===== src/rtl/reg_file_pkg.sv =====
// Shared constants and types for the register file slice.
package reg_file_pkg;
    localparam int NUM_REGS = 16;
    localparam int DATA_W   = 32;
    localparam int ADDR_W   = $clog2(NUM_REGS);
    localparam int ZERO_REG = 0;

    typedef logic [ADDR_W-1:0] reg_idx_t;
    typedef logic [DATA_W-1:0] reg_word_t;
endpackage


===== src/rtl/reg_file_demux_onehot_decoder.sv =====
// Binary index to one-hot vector, all zeros when en is low.
module onehot_decoder #(
    parameter int ADDR_W = 4
) (
    input  logic [ADDR_W-1:0]      addr,
    input  logic                   en,
    output logic [2**ADDR_W-1:0]   onehot
);
    always_comb begin
        onehot = '0;
        if (en)
            onehot[addr] = 1'b1;
    end
endmodule


===== src/rtl/reg_file_demux.sv =====
// Register file: one demuxed write port, two bypassed read ports and a
// per-register pending-write scoreboard for the hazard unit.
module reg_file_demux
    import reg_file_pkg::*;
#(
    parameter int NUM_REGS = reg_file_pkg::NUM_REGS,
    parameter int DATA_W   = reg_file_pkg::DATA_W,
    localparam int ADDR_W  = $clog2(NUM_REGS)
) (
    input  logic                clk,
    input  logic                rst_n,
    input  logic                wr_en,
    input  logic [ADDR_W-1:0]   wr_addr,
    input  logic [DATA_W-1:0]   wr_data,
    input  logic [ADDR_W-1:0]   rd_addr_a,
    input  logic [ADDR_W-1:0]   rd_addr_b,
    output logic [DATA_W-1:0]   rd_data_a,
    output logic [DATA_W-1:0]   rd_data_b,
    input  logic                issue_en,
    input  logic [ADDR_W-1:0]   issue_rd,
    output logic                busy_a,
    output logic                busy_b,
    output logic [NUM_REGS-1:0] busy_vec
);
    logic [DATA_W-1:0]   regs [NUM_REGS];
    logic [NUM_REGS-1:0] wr_onehot;
    logic [NUM_REGS-1:0] issue_onehot;
    logic [NUM_REGS-1:0] busy_next;
    logic                wr_live;
    logic                hit_a;
    logic                hit_b;

    onehot_decoder #(.ADDR_W(ADDR_W)) u_wr_dec (
        .addr   (wr_addr),
        .en     (wr_en),
        .onehot (wr_onehot)
    );

    onehot_decoder #(.ADDR_W(ADDR_W)) u_issue_dec (
        .addr   (issue_rd),
        .en     (issue_en),
        .onehot (issue_onehot)
    );

    // Slot 0 is reset and never loaded, so it reads as a constant zero.
    always_ff @(posedge clk or negedge rst_n) begin
        if (!rst_n) begin
            for (int unsigned i = 0; i < NUM_REGS; i++)
                regs[i] <= '0;
        end else begin
            for (int unsigned i = 1; i < NUM_REGS; i++)
                if (wr_onehot[i])
                    regs[i] <= wr_data;
        end
    end

    // Set beats clear: a newly issued producer supersedes the retiring one.
    always_comb begin
        busy_next    = (busy_vec & ~wr_onehot) | issue_onehot;
        busy_next[0] = 1'b0;
    end

    always_ff @(posedge clk or negedge rst_n) begin
        if (!rst_n)
            busy_vec <= '0;
        else
            busy_vec <= busy_next;
    end

    // Bypass is held off during reset so outputs show the cleared state.
    assign wr_live = rst_n & wr_en & (wr_addr != ADDR_W'(ZERO_REG));
    assign hit_a   = wr_live & (wr_addr == rd_addr_a);
    assign hit_b   = wr_live & (wr_addr == rd_addr_b);

    assign rd_data_a = hit_a ? wr_data : regs[rd_addr_a];
    assign rd_data_b = hit_b ? wr_data : regs[rd_addr_b];

    assign busy_a = busy_vec[rd_addr_a] & ~(wr_en & (wr_addr == rd_addr_a));
    assign busy_b = busy_vec[rd_addr_b] & ~(wr_en & (wr_addr == rd_addr_b));
endmodule


===== config.mk =====
export PLATFORM = sky130hd
export DESIGN_NAME = reg_file_demux
export DESIGN_NICKNAME = d
export VERILOG_FILES = /design/src/rtl/reg_file_pkg.sv /design/src/rtl/reg_file_demux_onehot_decoder.sv /design/src/rtl/reg_file_demux.sv
export SDC_FILE = /design/constraint.sdc
export NUM_CORES = 1
export LEC_CHECK = 0
export ABC_AREA = 0
export BUFFER_PORTS_ARGS = -buffer_cell sky130_fd_sc_hd__clkbuf_2
export CAP_MARGIN = 20
export CORE_MARGIN = 2
export CORE_UTILIZATION = 60
export CTS_CLUSTER_DIAMETER = 30
export DETAILED_ROUTE_END_ITERATION = 8
export GPL_TIMING_DRIVEN = 0
export PLACE_DENSITY = 0.78
export SETUP_SLACK_MARGIN = 0.2
export SLEW_MARGIN = 20
export SYNTH_ARGS = -nofsm -noshare
export SYNTH_HDL_FRONTEND = slang
export SYNTH_SLANG_ARGS = --single-unit
export TNS_END_PERCENT = 30

===== constraint.sdc =====
create_clock -name clk -period 2.3 [get_ports clk]
set_input_delay 0.115 -clock clk [delete_from_list [all_inputs] [get_ports clk]]
set_output_delay 0.115 -clock clk [all_outputs]
set_load 0.02 [all_outputs]

; ---- After elaboration in Yosys (flattened, before gate mapping)
; Cells that the tools add are included.
[classes]
order_cmp = 8
n_eq_ne = 2
muxes = 18
bitwise = 15
n_reduce_logical = 3
[op_table]
columns = op, n
row1 = $bmux W32 S4, 2
row2 = $mux W32, 6
row3 = $mux W16, 2
row4 = $lt A4 B5 Y1 const B, 4
row5 = $and A16 B16 Y16, 1
row6 = $not A16 Y16, 1
row7 = $or A16 B16 Y16, 1
row8 = $ge A5 B5 Y1 const B, 2
row9 = $not A4 Y5, 2
row10 = $and A1 B1 Y1, 8
row11 = $bmux W1 S4, 2
row12 = $demux W1 S4, 2
row13 = $eq A4 B4 Y1, 2
row14 = $ge A4 B1 Y1 const B, 2
row15 = $mux W1, 4
row16 = $reduce_bool A4 Y1, 1
row17 = $logic_and A1 B1 Y1, 2
row18 = $not A1 Y1, 2
[word_totals]
register_bits = 495
inputBits = 52
word_cells = 62

; ---- Depth between registers and ports, before layout
[depth]
depth_word = 8
ltp_mapped = 8
ltp_nobuf = 4

; ---- Hierarchy
; Synthesis repeated with hierarchy kept, for this count alone.
[unflattened]
hier_cells = 1870
hier_area_um2 = 27122.3
[by_module_without_submodules]
columns = mod, n_inst, cells_each, area_each_um2
row1 = reg_file_demux, 1, 1824, 26884.5
row2 = onehot_decoder at u_issue_dec, 1, 23, 120.1
row3 = onehot_decoder at u_wr_dec, 1, 23, 117.6

; ---- Worst setup path after synthesis
; No wires, ideal clock.
[synth_timing]
path_kind = in2out
from = input port rd_addr_a[1]
to = output port rd_data_a[31]
t_arrival_ns = 1.647
t_required_ns = 2.185
path_slack_ns = 0.538
path_stages = 6
path_buffers = 2
cell_sequence = buf_2 buf_1 mux2_2 a221oi_1 o22ai_1 mux2_2
[synth_between]
elab_chain_cells = 5
[synth_rtl]
columns = element, line
row1 = from (decl), reg_file_demux.sv:15  ; input logic [ADDR_W-1:0] rd_addr_a,
row2 = $not A4 Y5 (implied by the code), reg_file_demux.sv:75  ; assign rd_data_a = hit_a ? wr_data : regs[rd_addr_a];
row3 = $bmux W32 S4, reg_file_demux.sv:75
row4 = $mux W32 (implied by the code) (2 in series), reg_file_demux.sv:75
row5 = $mux W32 (*), reg_file_demux.sv:75
row6 = to (decl), reg_file_demux.sv:17  ; output logic [DATA_W-1:0] rd_data_a,
; Every way passes the cells marked *; elsewhere a longest branch is shown, timed or not. The select of a mux whose other input is x is not followed.

; ---- Final worst setup path
[layout_timing]
from = register busy_vec[15]
to = output port busy_a
[layout_between]
elab_chain_cells = 3
[layout_rtl]
columns = element, line
row1 = from (decl), reg_file_demux.sv:23  ; output logic [NUM_REGS-1:0] busy_vec
row2 = from (signal assigned), reg_file_demux.sv:67  ; busy_vec <= busy_next;
row3 = $bmux W1 S4, reg_file_demux.sv:78  ; assign busy_a = busy_vec[rd_addr_a] & ~(wr_en & (wr_addr == rd_addr_a));
row4 = $mux W1 (implied by the code), reg_file_demux.sv:78
row5 = $and A1 B1 Y1, reg_file_demux.sv:78
row6 = to (decl), reg_file_demux.sv:21  ; output logic busy_a,
; Every way passes these cells. The select of a mux whose other input is x is not followed.

==> metrics <==
outcome=complete, but fails checks; failing checks=negative hold slack, negative setup slack; summed area of non-filler cells in the final layout=0.0348 mm2; fill count=2627; # setup viols final=51; Peak supply drop=0.960 mV; die height=218 um; Final ANT Viol Nets=0; TritonCTS clock tree=yes; hold violation total from the final report=68; wire length of the first global-routing pass=134000 um; width of the die=218 um; Placement Rows=78; clk_lat worst skew=0.67 ns; worst-path fanout max=4; initial standard-cell utilization of the core=60.7%; top cell type by total area after synthesis=sky130_fd_sc_hd__dfrtp_1; most frequent cells in the layout=sky130_fd_sc_hd__mux2_2, sky130_fd_sc_hd__dfrtp_1, sky130_fd_sc_hd__mux4_2; minimum hold slack=-0.257 ns; hpwl dp=56600 um; share of Yosys cell area claimed by the top area cell type=45.0%; classification of the worst setup path=flop to output port; Synth Net Count=1971; static leakage=14.8 nW; overall overflow remaining after global route=0; Port-buffer cells=121; largest net degree at the start of global routing=92; CP Launch Type=flop; post-synthesis instance area=0.0275 mm2; pwr/cell area=1050 mW/mm2; clock transition at the registers of the reported paths=0.05 ns; time the worst path needs with I/O delays and setup=2.53 ns; routed wire length=90300 um; portion of the post-synthesis area used by sequential elements=45.0%; mean number of vias per cell=7.03; DRC=0; number of I/O pins=134; commonest non-fill, non-tap cell in the layout=sky130_fd_sc_hd__mux2_2; total global routing track utilization=38.3%; CTS root buf=sky130_fd_sc_hd__clkbuf_16; deepest clock path buffer count=3; total of warnings raised by yosys=32; mean instance size in the synthesized netlist=14.4 um2; wire per inst=30.9 um; endpoint kind of the worst setup timing path=output port; data required time at the worst endpoint=2.18 ns; number of sinks handled by clock tree synthesis=495; Layout Utilization=76.6%; pre-CTS setup slack=-0.439 ns; Least-Margin Pin Slew=1.16 ns; total number of H-tree levels=3; Inserted Clock Buffers=106; number of iterations in the first detailed-routing pass=6; number of nets in the final layout=2284; Syn-to-layout area delta=26.2%; top_reg_cell synth=sky130_fd_sc_hd__dfrtp_1; Floorplan Core Area=0.0454 mm2; endpoint arrival time on the critical path=2.41 ns; global placement routability congestion=0.930; CTS Hold Buffers Added=44; flops & latches, synth=495; number of enable flip-flop cells after synthesis=0; dominant cells by area after synthesis=sky130_fd_sc_hd__dfrtp_1, sky130_fd_sc_hd__mux2_2, sky130_fd_sc_hd__mux4_2; fraction of final layout cells with drive strength greater than 1=60.1%; FFs w/ async S/R, synth=100%; count of maximum capacitance violations=0; Placed Area=0.0291 mm2; post-synthesis instance total=1919; Rel. slew slack=23.0%; initial antenna violation count=1; top achievable clock speed=396 MHz; class of the tightest hold or removal check=input pin to asynchronous set/reset pin; vias in the first global route=21600; max-slew violation count=0; RSZ-0062 raised after global routing=yes; vias after detailed routing=20500; period utilisation layout=110%; Post-Route Skew=0 ns; count of different cell masters after synthesis=40; final antenna diode count=0; worst setup margin=-0.228 ns; first-iteration detailed-routing DRC count=2303; Die ar.=0.0476 mm2
synth_stat cells, drive strengths merged, types with 32 or more instances:
cell type,instances
nor3,32
nor2,40
or3,32
nand2,41
nor2b,37
mux2,612
dfrtp,495
mux4,199
a31oi,32
clkbuf,79
a221oi,64
buf,125
report_power, final:
part	switching [mW]	internal (mW)	total, mW	leakage [nW]
Sequential	1.67	10.8	12.4	6.06
Combinational	3.41	4.87	8.28	6.92
Clock	5.34	10.4	15.8	1.79
critical path: stages, from the launching register on:
cell and delay (ns):
sky130_fd_sc_hd__dfrtp_1 0.42, sky130_fd_sc_hd__mux4_2 0.50, sky130_fd_sc_hd__mux4_2 0.49, sky130_fd_sc_hd__a21boi_4 0.17
sky130_fd_sc_hd__buf_8 0.15
logic make-up (layout without fill, tap and decap cells):
logic type                after synthesis  count (layout)  share of synthesized area (%)
other                                   1               1                         0.0136
muxes                                 842             842                           42.8
xor gates and xnor gates                8               8                          0.254
DFF                                   495             495                           45.0
buffers and inverters                 209             612                           3.74
AOI/OAI and AO/OA                     159             159                           4.40
and+or+nand+nor                       205             205                           3.80
path summary, 6_finish.rpt:
check / start / end / slack, ns / depth (start not counted)
worst min register to register: regs[275] / regs[275] / 0.52 / 1
worst max-delay path: busy_vec[15] / busy_a / -0.23 / 4
max in group asynchronous: rst_n / regs[142] / 0.78 / 7
worst min-delay path: rst_n / regs[221] / -0.26 / 3
worst max register to register: busy_vec[12] / busy_vec[12] / 0.95 / 3
min in group clk: wr_addr[1] / busy_vec[14] / 0.09 / 4
flip-flops by register name, indices dropped and copies added (netlist names):
register  count
regs        480
busy_vec     15
layer usage:
metal | GRT usage, % | part of all wire, % | up-vias
met4 | 22.5 | 5.9 | 2
li1 | - | - | 8057
met5 | 0 | 0.013 | -
met2 | 58.8 | 47 | 1355
met1 | 48.1 | 36 | 10700
met3 | 11.9 | 11 | 388
stage by stage:
step	hold WS, ns	setup TNS [ns]	std cells	total power, mW
after floorplan	-0.181	0	1919	17.2
after global placement	0.457	-5571.88	2640	18.9
after detailed placement	0.183	-14.58	2646	19.4
after CTS	0.0734	-3.80	2895	35.7
after global routing	-0.211	-6.48	2922	37.6
final	-0.257	-4.91	2922	36.5
timing repair:
item	4_1_cts	5_1_grt
gates resized for setup	168	206
pin swaps	18	43
setup buffers	7	27
setup endpoints to repair	66	130
hold endpoints to repair	404	68
final cells by class:
type / count / area [um2] / area share [%]
plain buffers: 204 / 1090 / 3.13
clock buffers: 128 / 2880 / 8.27
clock inverters: 70 / 866 / 2.49
inverters: 5 / 18.8 / 0.0540
multi-input cells: 1215 / 14900 / 42.8
flip-flops and latches: 495 / 12400 / 35.6
well taps: 600 / 751 / 2.16
repair buffers: 205 / 1910 / 5.50
Note: power is estimated with default switching activity, not from simulation.
